<file path="config.mk">
export PLATFORM = sky130hd
export DESIGN_NAME = bus_rr_ic
export DESIGN_NICKNAME = d
export VERILOG_FILES = /design/src/rtl/bus_rr_ic.sv
export SDC_FILE = /design/constraint.sdc
export NUM_CORES = 1
export LEC_CHECK = 0
export BUFFER_PORTS_ARGS = -buffer_cell sky130_fd_sc_hd__buf_2
export CAP_MARGIN = 20
export CORE_AREA = 2 2 253 255
export CTS_BUF_LIST = sky130_fd_sc_hd__clkbuf_8
export CTS_CLUSTER_DIAMETER = 50
export DETAILED_ROUTE_END_ITERATION = 6
export DIE_AREA = 0 0 255 257
export PLACE_DENSITY = 0.3
export SETUP_SLACK_MARGIN = 0.02
export SLEW_MARGIN = 20
export SYNTH_ARGS = -nofsm -noshare
export SYNTH_HDL_FRONTEND = slang
export SYNTH_SLANG_ARGS = --single-unit
</file>
<file path="constraint.sdc">
create_clock -name clk -period 3.25 [get_ports clk]
set_input_delay 0.4875 -clock clk [delete_from_list [all_inputs] [get_ports clk]]
set_output_delay 0.4875 -clock clk [all_outputs]
set_load 0.05 [all_outputs]
</file>
<file path="src/rtl/bus_rr_ic.sv">
// Shared-bus interconnect: registered round-robin arbitration of NUM_M masters onto
// NUM_S slaves over one address/data path, with a watchdog that terminates stalled accesses.
module bus_rr_ic #(
  parameter int unsigned NUM_M   = 4,
  parameter int unsigned NUM_S   = 8,
  parameter int unsigned ADDR_W  = 30,
  parameter int unsigned DATA_W  = 32,
  parameter int unsigned TIMEOUT = 255
) (
  input  logic                     clk,
  input  logic                     reset,
  input  logic [NUM_M-1:0]         m_req_,
  output logic [NUM_M-1:0]         m_grnt_,
  input  logic [NUM_M*ADDR_W-1:0]  m_addr,
  input  logic [NUM_M-1:0]         m_as_,
  input  logic [NUM_M-1:0]         m_rw,
  input  logic [NUM_M*DATA_W-1:0]  m_wr_data,
  output logic [DATA_W-1:0]        m_rd_data,
  output logic                     m_rdy_,
  output logic                     m_err,
  output logic [ADDR_W-1:0]        s_addr,
  output logic                     s_as_,
  output logic                     s_rw,
  output logic [DATA_W-1:0]        s_wr_data,
  output logic [NUM_S-1:0]         s_cs_,
  input  logic [NUM_S*DATA_W-1:0]  s_rd_data,
  input  logic [NUM_S-1:0]         s_rdy_,
  output logic [7:0]               to_count
);

  localparam int unsigned MW = (NUM_M > 1) ? $clog2(NUM_M) : 1;
  localparam int unsigned SW = $clog2(NUM_S);
  localparam int unsigned CW = $clog2(TIMEOUT + 1);

  logic [MW-1:0]     r_owner;
  logic [MW-1:0]     r_last;
  logic              r_busy;
  logic [CW-1:0]     r_wcnt;
  logic [7:0]        r_to_count;

  logic [MW-1:0]     w_next;
  logic [MW-1:0]     w_idx;
  logic              w_found;
  logic              w_keep;
  logic [SW-1:0]     w_sel;
  logic              w_qual;
  logic              w_raw_rdy;
  logic              w_hit;

  logic [ADDR_W-1:0] w_addr_arr  [NUM_M];
  logic [DATA_W-1:0] w_wdata_arr [NUM_M];
  logic [DATA_W-1:0] w_rdata_arr [NUM_S];

  // Unpack flat sliced buses into indexable arrays
  always_comb begin
    for (int i = 0; i < int'(NUM_M); i++) begin
      w_addr_arr[i]  = m_addr[i*ADDR_W +: ADDR_W];
      w_wdata_arr[i] = m_wr_data[i*DATA_W +: DATA_W];
    end
    for (int j = 0; j < int'(NUM_S); j++) begin
      w_rdata_arr[j] = s_rd_data[j*DATA_W +: DATA_W];
    end
  end

  // Round-robin scan starting one past the last granted master
  always_comb begin
    w_found = 1'b0;
    w_next  = r_owner;
    w_idx   = '0;
    for (int k = 1; k <= int'(NUM_M); k++) begin
      w_idx = MW'((int'(r_last) + k) % int'(NUM_M));
      if (!w_found && !m_req_[w_idx]) begin
        w_found = 1'b1;
        w_next  = w_idx;
      end
    end
  end

  assign w_keep = r_busy && !m_req_[r_owner];

  // Master mux driven from the registered owner
  always_comb begin
    s_addr    = '0;
    s_as_     = 1'b1;
    s_rw      = 1'b1;
    s_wr_data = '0;
    if (r_busy) begin
      s_addr    = w_addr_arr[r_owner];
      s_as_     = m_as_[r_owner];
      s_rw      = m_rw[r_owner];
      s_wr_data = w_wdata_arr[r_owner];
    end
  end

  assign w_sel     = s_addr[ADDR_W-1 -: SW];
  assign w_qual    = r_busy && !s_as_;
  assign w_raw_rdy = w_qual ? s_rdy_[w_sel] : 1'b1;
  // A real ready in the hit cycle wins over the timeout
  assign w_hit     = w_qual && w_raw_rdy && (r_wcnt == CW'(TIMEOUT));

  assign m_rdy_    = w_raw_rdy & ~w_hit;
  assign m_err     = w_hit;
  assign m_rd_data = (w_qual && !w_hit) ? w_rdata_arr[w_sel] : '0;
  assign to_count  = r_to_count;

  always_comb begin
    for (int i = 0; i < int'(NUM_M); i++) begin
      m_grnt_[i] = !(r_busy && (r_owner == MW'(i)));
    end
    for (int j = 0; j < int'(NUM_S); j++) begin
      s_cs_[j] = !(r_busy && (w_sel == SW'(j)));
    end
  end

  always_ff @(posedge clk) begin
    if (reset) begin
      r_busy     <= 1'b0;
      r_owner    <= '0;
      r_last     <= MW'(NUM_M - 1);
      r_wcnt     <= '0;
      r_to_count <= '0;
    end else begin
      if (!w_keep) begin
        r_busy <= w_found;
        if (w_found) begin
          r_owner <= w_next;
          r_last  <= w_next;
        end
      end
      if (!w_qual || !w_raw_rdy || w_hit) begin
        r_wcnt <= '0;
      end else begin
        r_wcnt <= r_wcnt + CW'(1);
      end
      if (w_hit && (r_to_count != 8'hFF)) begin
        r_to_count <= r_to_count + 8'd1;
      end
    end
  end

endmodule
</file>
**Word-level counts from Yosys, hierarchy flattened**

Index checks and enable logic that the tools add are counted.

- Register bits after elaboration: 21
- Bits of input ports: 526
- Output and inout bits: 118
- Word-level logic and storage cells: 124

- Add/subtract/negate cells: 6
- Order comparisons: 8
- Eq/ne operators: 12
- Mux-type cells: 39
- Bitwise logic cells: 5
- Reduce and logical (&&, ||, !) cells: 49

Operators with widths:

| cell | count |
|---|---|
| two-way mux 32 bit | 6 |
| binary-select mux 32 bit (select 3 bit) | 1 |
| two-way mux 30 bit | 3 |
| binary-select mux 32 bit (select 2 bit) | 1 |
| binary-select mux 30 bit (select 2 bit) | 1 |
| zero test 1 bit | 22 |
| logical AND 1 bit | 21 |
| adder 8 x 1 -> 8 bit (second input constant) | 2 |
| < comparator 2 x 3 -> 1 bit (second input constant) | 5 |
| two-way mux 1 bit | 15 |
| binary-select mux 1 bit (select 2 bit) | 7 |
| equality test 3 bit (second input constant) | 4 |
| equality test 8 bit (second input constant) | 1 |
| two-way mux 2 bit | 4 |
| != test 8 bit (second input constant) | 1 |
| equality test 3 x 2 -> 1 bit (second input constant) | 2 |
| adder 2 x 1 -> 2 bit (second input constant) | 2 |
| adder 2 bit (second input constant) | 2 |
| equality test 2 bit (second input constant) | 2 |
| greater-or-equal comparator 4 bit (second input constant) | 1 |
| < comparator 3 x 4 -> 1 bit (second input constant) | 1 |
| NOT 3 -> 4 bit | 1 |
| binary-select mux 1 bit (select 3 bit) | 1 |
| equality test 3 x 1 -> 1 bit (second input constant) | 1 |
| 10 further kinds | 12 |

**Depth between registers and ports, before layout**

Gate-level depths: netlist (run 1).

- Word-level depth: 13
- Depth in mapped cells: 10
- Mapped depth without buffers: 7

**Worst setup path before layout (run 1)**

Ideal clock, no wire load.

- Path type: input to output
- From: input port m_addr[118]
- To: output port m_rd_data[30]
- Arrival: 3,172 ps
- Required time: 2,762 ps
- Path slack: -409 ps
- Stages: 6
- Buffers on the path: 0
- Cells stage by stage: mux4_2 or4b_1 and2_4 a22o_1 a21o_4 nor3_1

- Word-level cells in the longest chain between the ends: 12
- Elaborated cells between the ends (all ways): 16
- Classes of those cells: mux (11); bitwise (1); reduce/logical (4)

RTL lines:

| what | RTL line | text |
|---|---|---|
| start: declaration | 14 | `input logic [NUM_M*ADDR_W-1:0] m_addr,` |
| binary-select mux 30 bit (select 2 bit) * | 88 | `s_addr = w_addr_arr[r_owner];` |
| two-way mux 30 bit (not written as such) * (2 in a row) | 88 |  |
| two-way mux 30 bit * | 87 | `if (r_busy) begin` |
| binary-select mux 1 bit (select 3 bit) | 97 | `assign w_raw_rdy = w_qual ? s_rdy_[w_sel] : 1'b1;` |
| two-way mux 1 bit (not written as such) | 97 |  |
| two-way mux 1 bit | 97 |  |
| logical AND 1 bit (2 in a row) | 99 | `assign w_hit = w_qual && w_raw_rdy && (r_wcnt == CW'(TIMEOUT));` |
| zero test 1 bit | 103 | `assign m_rd_data = (w_qual && !w_hit) ? w_rdata_arr[w_sel] : '0;` |
| logical AND 1 bit | 103 |  |
| two-way mux 32 bit * | 103 |  |
| end: declaration | 18 | `output logic [DATA_W-1:0] m_rd_data,` |

Every way passes the cells marked *; elsewhere a longest branch is shown, timed or not. The select of a mux whose other input is x is not followed.

**Worst setup path after layout (run 1)**

- From: register r_owner[0]
- To: output port m_rd_data[5]

- Word-level cells in the longest chain between the ends: 13
- Elaborated cells between the ends (all ways): 22
- Classes of those cells: mux (14); bitwise (2); reduce/logical (6)

RTL lines:

| what | RTL line | text |
|---|---|---|
| start: declaration | 35 | `logic [MW-1:0] r_owner;` |
| start signal: assignment | 126 | `r_owner <= w_next;` |
| NOT 2 -> 3 bit (not written as such) | 88 |  |
| binary-select mux 30 bit (select 2 bit) | 88 |  |
| two-way mux 30 bit (not written as such) (2 in a row) | 88 |  |
| two-way mux 30 bit | 87 |  |
| binary-select mux 1 bit (select 3 bit) | 97 |  |
| two-way mux 1 bit (not written as such) | 97 |  |
| two-way mux 1 bit | 97 |  |
| logical AND 1 bit (2 in a row) | 99 |  |
| zero test 1 bit | 103 |  |
| logical AND 1 bit | 103 |  |
| two-way mux 32 bit * | 103 |  |

Marks and branches as above.

==> results of run 1 <==
-- sequential cells by signal, summed over array words and instances (netlist names) --
signal and flops:
r_wcnt 8, to_count 8, r_last 2, r_owner 2, r_busy 1
-- power breakdown --
group	internal, mW	switching (mW)
registers	0.275	0.0415
clock network	0.0857	0.0977
logic	1.72	2.57
total	2.08	2.71
-- synthesized netlist by cell type, drive strengths merged, types with 7 or more instances --
library cell,number
mux2i,30
o22ai,48
o21ai,35
mux4,66
nor2,76
and2,62
nand2,11
dfxtp,21
clkbuf,46
a21oi,77
mux2,34
o221ai,25
inv,7
nand3,11
buf,30
-- final cells by class --
cell class / instances / area (sq um)
inverter: 8 / 30.0
multi-input combinational: 554 / 4910
sequential: 21 / 432
fill: 7232 / 52100
tap: 846 / 1060
clock buffer: 3 / 41.3
clock inverter: 1 / 5.00
timing repair buffer: 697 / 4100
antenna: 3 / 7.51
-- layout by cell type (no fill, tap or decap), drive strengths merged, types with 3 or more instances in the layout --
cell type,netlist,final
mux4,66,66
nor3,5,5
o221ai,25,25
a21o,3,3
nand4,6,6
a21oi,77,77
diode,0,3
inv,7,7
and3,5,5
nand2b,6,6
nand2,11,11
o21ai,35,35
nor2,76,76
mux2i,30,30
o22ai,48,48
mux2,34,34
nand3,11,11
o32ai,3,3
xor2,3,3
nor2b,5,5
dfxtp,21,21
and2,62,62
xnor2,4,4
buf,30,695
clkbuf,46,5
-- worst max path at each step --
stage | to | depth (start not counted)
2_1_floorplan | m_rd_data[0] | 7
3_3_place_gp | m_rd_data[0] | 11
3_5_place_dp | m_rd_data[0] | 11
4_1_cts | m_rd_data[8] | 8
5_1_grt | m_rd_data[7] | 8
6_report | m_rd_data[5] | 8
-- metal layers --
layer | GRT usage (%) | routed length (um) | vias to the layer above | share of wire [%]
met5 | 0 | 41 | - | 0.086
met4 | 2.49 | 1110 | 6 | 2.3
met3 | 2.90 | 3750 | 66 | 7.9
met2 | 26.6 | 25300 | 511 | 53
met1 | 14.6 | 17700 | 3969 | 37
li1 | - | - | 3834 | -
-- per-stage QoR --
stage	setup slack (ns)	cell area, sq um	std cells	hold slack (ns)	power, mW
finish	-0.241	10600	2133	0.445	4.79
global route	-0.322	10600	2131	0.473	5.11
CTS	-0.269	10200	2126	0.448	4.70
detailed placement	-0.607	9920	2120	0.436	4.36
global placement	-0.639	9920	2120	0.429	4.36
floorplan	-0.109	5410	659	0.413	2.82
-- repair_timing --
action,CTS,global route
gates cloned,1,2
gates resized for setup,75,71
pin swaps,3,26
buffers inserted,1,2
setup endpoints to repair,32,39
-- critical path, stage by stage, from the launching register on --
cell,delay (ns)
dfxtp_4,0.37
mux4_4,0.64
or4b_4,0.54
and2_4,0.16
a22o_1,0.20
a21o_4,0.31
clkbuf_16,0.23
nor2_4,0.11
buf_8,0.15
-- cells by family (layout without fill, tap and decap cells) --
family	count (synthesis)	after routing
buffers and inverters	84	709
multiplexers	130	130
other	0	3
AO/OA/AOI/OAI	215	215
adder cells (fa/ha/maj)	2	2
XOR/XNOR	7	7
AND/OR/NAND/NOR	200	200
flip-flops	21	21
==> flow_summary.toml, run 1 <==
[outcome]
status = "complete, but fails checks"
violations = "negative setup slack"

[logic_synthesis]
synth_area_leaders = "mux4_2 28%, dfxtp_1 7.8%, mux2_2 7.1%"
syn_area_sq_um = 5410
ys_seq_area_share_pct = 7.78
yosysUniqueCellTypes = 58
synth_nets = 1187
yosys.area_share.simple_pct = 19.2
synthCells = 659
synthFlopType = "dfxtp_1"
synth_top_cell_area_share_pct = 27.5
synth_mux_area_share_pct = 40.1
synth_top_cell_by_area = "mux4_2"
synthXorXnorAreaFrac_pct = 1.13
synth_top_family_by_area = "multiplexers"
synth_fa_ha_area_share_pct = 0.463
yosysWarnings = 0
syn_area_per_cell_sq_um = 8.20
synth_compound_area_share_pct = 24.8
synth-edff-count = 0
synthArstFlopShare_pct = 0
yosys_register_bits = 21

[routing]
drc_errors = 0
dr.pass1.iters = 7
wl_per_cell_um = 22.4
ant_nets = 0
via_count = 8386
drt_wl_total_um = 47800
drt-initial-drc-count = 392
routed_via_density = 3.93

[sta]
clock_skew_ns = 0.00525
finalMaxSlewViolations = 0
worstMarginPinSlew_ns = 0.844
fmax_mhz = 286
period_share_pct = 107
slew_headroom_pct = 43.7
min_period_ns = 3.49
setup_ws_ns = -0.241
hold_violations = 0
rsz0062_at_grt = "yes"
finalSetupTns_ns = -6.74
setup_violations = 32

[clock_tree]
cts.sinks = 21
cts_buffer_depth = 2
numCtsBuffers = 3
clk-insertion-delay-late_ns = 0.27
clock-root-buffer = "clkbuf_8"
ctsHoldBuffers = 0
h-tree-depth = 1
clkTransAtPathRegs_ns = 0.08
cts_tree = "yes"

[min_path]
min_from = "r_wcnt[0]"
hold_class = "reg2reg"
min_to = "r_wcnt[0]"
hold_depth = 1

[power_and_ir_drop]
power.leakage_nw = 4.75
pwr_density_cell_nw_per_um2 = 452
vdd_ir_drop_max_uv = 222

[critical_path]
critical_path_required_ns = 2.76
reg2reg_slack_ns = 0.46
criticalPathCategory = "reg2out"
worstSetupEndpointType = "primary output"
start_kind = "flop"
r2r-end = "to_count[3]"
startpoint = "r_owner[0]"
r2r_start = "r_owner[0]"
worst_ep_arrival_time_ns = 3.00
cp_max_fo = 7
r2r_cells = 9

[placement]
place_hpwl_um = 41000
place_congestion = 0.863
io_buffers = 643

[floorplan]
fp.coreArea_sq_um = 62700
pin_count = 644
start_util_pct = 8.62
die_y_um = 257
fp.dieW_um = 255
dieArea_sq_um = 65500
row_count = 92

[run]
maxCapViolations = 0

[final_layout]
area_delta_synth_final_pct = 95.9
utilization_pct = 16.9
drive_gt1_share_pct = 66.5
final_nets = 1813

[global_route]
grt_usage_pct = 13.5
grt_pass1_wl_um = 64100
grt_max_degree = 77
gr-total-overflow = 0
grt_antenna_before_repair = 19
grt_pass1_vias = 8932
Note: power is estimated with default switching activity, not from simulation.
==> run 2: changes to the inputs <==
--- a/config.mk
+++ b/config.mk
@@ -13,6 +13,7 @@
 export DETAILED_ROUTE_END_ITERATION = 6
 export DIE_AREA = 0 0 255 257
 export PLACE_DENSITY = 0.3
+export RECOVER_POWER = 100
 export SETUP_SLACK_MARGIN = 0.02
 export SLEW_MARGIN = 20
 export SYNTH_ARGS = -nofsm -noshare
==> flow_summary.toml, run 2 (same netlist as run 1, synthesis figures left out) <==
[outcome]
status = "complete, but fails checks"
violations = "negative setup slack"

[run]
maxCapViolations = 0

[final_layout]
drive_gt1_share_pct = 65.3
final_nets = 1813
finalInstanceArea_sq_um = 10600
seq_area_sq_um = 432
multiInputGateArea_sq_um = 4910
mostFrequentLayoutCell = "buf_2"
n_fill_cell = 7241
area_delta_synth_final_pct = 95.5
final_cell_mix = "596 x buf_2, 71 x a21oi_1, 65 x mux4_2"

[critical_path]
worstSetupEndpointType = "primary output"
cp_max_fo = 7
start_kind = "flop"
critical_path_required_ns = 2.76
worst_ep_arrival_time_ns = 3.00
criticalPathCategory = "reg2out"

[routing]
dr.pass1.iters = 7
drt_wl_total_um = 47800
drc_errors = 0
drt-initial-drc-count = 397
via_count = 8363
routed_via_density = 3.92
ant_nets = 0
wl_per_cell_um = 22.4

[sta]
period_share_pct = 107
hold_violations = 0
rsz0062_at_grt = "yes"
fmax_mhz = 287
setup_violations = 76
slew_headroom_pct = 33.4
clock_skew_ns = 0.00502
worstMarginPinSlew_ns = 0.988
min_period_ns = 3.49
finalMaxSlewViolations = 0
setup_ws_ns = -0.238

[power_and_ir_drop]
pwr-share-clk_pct = 3.8
vdd_ir_drop_max_uv = 208
p_switching_mw = 2.71
p_total_mw = 4.78
pwr_density_cell_nw_per_um2 = 453
sw_frac_of_total_pct = 56.7
internal_power_mw = 2.07
pwr-share-comb_pct = 89.6
seq_power_share_pct = 6.6
power.leakage_nw = 4.70

[placement]
place_hpwl_um = 41000
place_congestion = 0.863
io_buffers = 643
dpl-instance-area_sq_um = 9920

[floorplan]
pin_count = 644
dieArea_sq_um = 65500
start_util_pct = 8.62
die_y_um = 257
fp.coreArea_sq_um = 62700
fp.dieW_um = 255
row_count = 92

[global_route]
gr-total-overflow = 0
grt_pass1_wl_um = 64100
grt_usage_pct = 13.5
grt_pass1_vias = 8932
grt_antenna_before_repair = 19
grt_max_degree = 77

[clock_tree]
cts_buffer_depth = 2
clk-insertion-delay-late_ns = 0.27
clock-root-buffer = "clkbuf_8"
cts.sinks = 21
cts_tree = "yes"
clkTransAtPathRegs_ns = 0.08
ctsHoldBuffers = 0
h-tree-depth = 1
numCtsBuffers = 3

[min_path]
hold_class = "reg2reg"
[run 2: cell count changes in the layout (fill, tap and decap cells not counted), sizes merged]
cell	previous run	this run
buf	695	678
clkbuf	5	22
[run 2: area by class of cell]
| class | count | area share (%) |
|---|---|---|
| clock buffer | 3 | 0.391 |
| antenna | 3 | 0.0710 |
| tap | 846 | 10.0 |
| inverter | 8 | 0.284 |
| multi-input combinational | 554 | 46.5 |
| timing repair buffer | 697 | 38.6 |
| sequential | 21 | 4.09 |
| clock inverter | 1 | 0.0474 |
[run 2: timing repair]
action                                  CTS  global route
pin swaps                                 3            26
endpoints found under the setup margin   32            39
gates resized for setup                  75            71
setup buffers                             1             2
gates cloned                              1             2
[run 2: worst paths after layout]
path               from  cells after the start  slack, ns            to
max          r_owner[0]                      8      -0.24  m_rd_data[5]
max reg2reg  r_owner[0]                      9       0.14   to_count[5]
min           r_wcnt[0]                      1       0.45     r_wcnt[0]
min reg2reg   r_wcnt[0]                      1       0.45     r_wcnt[0]
[run 2: layer usage]
layer / GRT usage [%] / share of wire (%) / vias to the layer above
li1: - / - / 3836
met1: 14.6 / 37 / 3947
met2: 26.6 / 53 / 508
met3: 2.90 / 7.9 / 66
met4: 2.49 / 2.3 / 6
met5: 0 / 0.086 / -
[run 2: critical path, stage by stage (launching register included)]
cell and delay, ns:
dfxtp_4 0.37, mux4_4 0.64, or4b_4 0.54, and2_4 0.16, a22o_1 0.20, a21o_4 0.31, clkbuf_16 0.23, nor2_4 0.11
buf_8 0.15
[run 2: stage by stage]
stage	cells	TNS [ns]	util, %	hold slack [ns]	worst slack [ns]
final	2133	-9.74	16.8	0.445	-0.238
after global routing	2131	-18.56	16.8	0.473	-0.322
after CTS	2126	-7.90	16.3	0.448	-0.269
after detailed placement	2120	-7.21	15.8	0.436	-0.607
after global placement	2120	-6.19	15.8	0.429	-0.639
after floorplan	659	-3.14	-	0.413	-0.109
[run 2: power groups by stage]
stage | Sequential, mW | Combinational, mW | Clock, mW
floorplan | 0.286 | 2.53 | 0
global placement | 0.324 | 4.03 | 0
detailed placement | 0.324 | 4.04 | 0
CTS | 0.319 | 4.19 | 0.192
global route | 0.322 | 4.58 | 0.201
finish | 0.316 | 4.28 | 0.183
==> run 3: changes to the inputs <==
==> constraint.sdc (replaced) <==
create_clock -name clk -period 2.9 [get_ports clk]
set_input_delay 0.435 -clock clk [delete_from_list [all_inputs] [get_ports clk]]
set_output_delay 0.435 -clock clk [all_outputs]
set_load 0.05 [all_outputs]
==> flow_summary.toml, run 3 (same netlist as run 1, synthesis figures left out) <==
[outcome]
status = "complete, but fails checks"
violations = "negative setup slack"

[floorplan]
dieArea_sq_um = 65500
row_count = 92
pin_count = 644
start_util_pct = 8.62
die_y_um = 257
fp.dieW_um = 255
fp.coreArea_sq_um = 62700

[power_and_ir_drop]
sw_frac_of_total_pct = 55.5
p_switching_mw = 3.14
pwr-share-comb_pct = 90.4
seq_power_share_pct = 6.1
vdd_ir_drop_max_uv = 167
pwr-share-clk_pct = 3.6
power.leakage_nw = 4.88
internal_power_mw = 2.52
pwr_density_cell_nw_per_um2 = 517
p_total_mw = 5.66

[sta]
fin_hold_ws_ns = 0.454
hold_violations = 0
setup_ws_ns = -0.516
fmax_mhz = 293
finalMaxSlewViolations = 0
rsz0062_at_grt = "yes"
slew_headroom_pct = 30.0
min_period_ns = 3.42
clock_skew_ns = 0.00711
worstMarginPinSlew_ns = 1.05
setup_violations = 96
period_share_pct = 118

[clock_tree]
cts_tree = "yes"
clkTransAtPathRegs_ns = 0.08
cts_buffer_depth = 2
clk-insertion-delay-late_ns = 0.27
numCtsBuffers = 3
clock-root-buffer = "clkbuf_8"
h-tree-depth = 1
cts.sinks = 21
ctsHoldBuffers = 0

[final_layout]
mostFrequentLayoutCell = "buf_2"
area_delta_synth_final_pct = 103
final_cell_mix = "586 x buf_2, 69 x a21oi_1, 65 x mux4_2"
seq_area_sq_um = 432
n_fill_cell = 7237
final_nets = 1835
drive_gt1_share_pct = 67.2
multiInputGateArea_sq_um = 5010

[placement]
dp_slack_ns = -0.545
place_congestion = 0.843
place_hpwl_um = 40800
io_buffers = 643

[routing]
wl_met2_um = 25400
ant_nets = 0
drc_errors = 0
dr.pass1.iters = 5
routed_via_density = 3.86
top_layer_used = "met5"
via_count = 8351
wl_met3_um = 3070
drt-initial-drc-count = 434
drt_wl_total_um = 47600
wl_per_cell_um = 22.0
wl_met1_um = 18100

[critical_path]
r2r_cells = 7
r2r-end = "r_last[0]"
cp_max_fo = 8
critical_path_required_ns = 2.47
r2r_start = "r_owner[1]"
worstSetupEndpointType = "primary output"
worst_ep_arrival_time_ns = 2.98
criticalPathCategory = "reg2out"
start_kind = "flop"
reg2reg_slack_ns = 0.03

[min_path]
hold_class = "reg2reg"
hold_depth = 1
min_to = "r_wcnt[0]"
min_from = "r_wcnt[0]"

[run]
maxCapViolations = 0

[global_route]
grt_max_degree = 73
grt_pass1_vias = 8712
grt_usage_pct = 13.5
gr-total-overflow = 0
grt_antenna_before_repair = 24
grt_pass1_wl_um = 63500
## run 3: power groups by stage
| stage | clock, mW | combinational (mW) | sequential, mW |
|---|---|---|---|
| 2_1_floorplan | 0 | 3.00 | 0.321 |
| 3_3_place_gp | 0 | 4.87 | 0.352 |
| 3_5_place_dp | 0 | 4.87 | 0.351 |
| 4_1_cts | 0.218 | 5.13 | 0.345 |
| 5_1_grt | 0.232 | 5.44 | 0.350 |
| 6_report | 0.201 | 5.11 | 0.343 |
## run 3: stage by stage
stage	setup TNS (ns)	util, %	cell area [sq um]	std cells
global route	-34.33	17.4	10900	2160
finish	-24.36	17.5	11000	2165
CTS	-16.14	17.3	10900	2151
global placement	-14.69	16.6	10400	2144
detailed placement	-15.32	16.6	10400	2144
floorplan	-1.08	-	5660	659
## run 3: area by class of cell
type / count / area share (%)
multi-input cells: 554 / 45.8
repair buffers: 719 / 39.6
well taps: 846 / 9.67
flip-flops and latches: 21 / 3.94
clock buffers: 3 / 0.377
diodes: 13 / 0.297
inverters: 8 / 0.274
clock inverters: 1 / 0.0457
## run 3: worst max path at each step
stage | depth (start not counted) | startpoint | end
after global placement | 13 | m_addr[118] | m_rd_data[9]
after floorplan | 7 | r_owner[0] | m_rd_data[30]
final | 8 | r_owner[0] | m_rd_data[31]
after detailed placement | 13 | m_addr[118] | m_rd_data[9]
after global routing | 8 | r_owner[0] | m_rd_data[31]
after CTS | 8 | r_owner[0] | m_rd_data[31]
## run 3: metal layers
metal / track usage [%] / vias up
li1: - / 3898
met1: 14.8 / 3957
met2: 26.0 / 441
met3: 2.49 / 47
met4: 3.59 / 8
met5: 0 / -
## run 3: what timing repair did
item                                    4_1_cts  5_1_grt
resized for setup                            85       21
endpoints found under the setup margin       53       41
buffers inserted                              1        0
pin swaps                                     4        3
gates cloned                                  2        1
## run 3: worst max-delay path, cell delays in order (launching register included)
cell     delay [ns]
dfxtp_4        0.36
mux4_4         0.65
or4b_4         0.52
and2_4         0.16
a22o_1         0.20
a21o_4         0.31
buf_12         0.21
nor2_4         0.11
buf_12         0.16
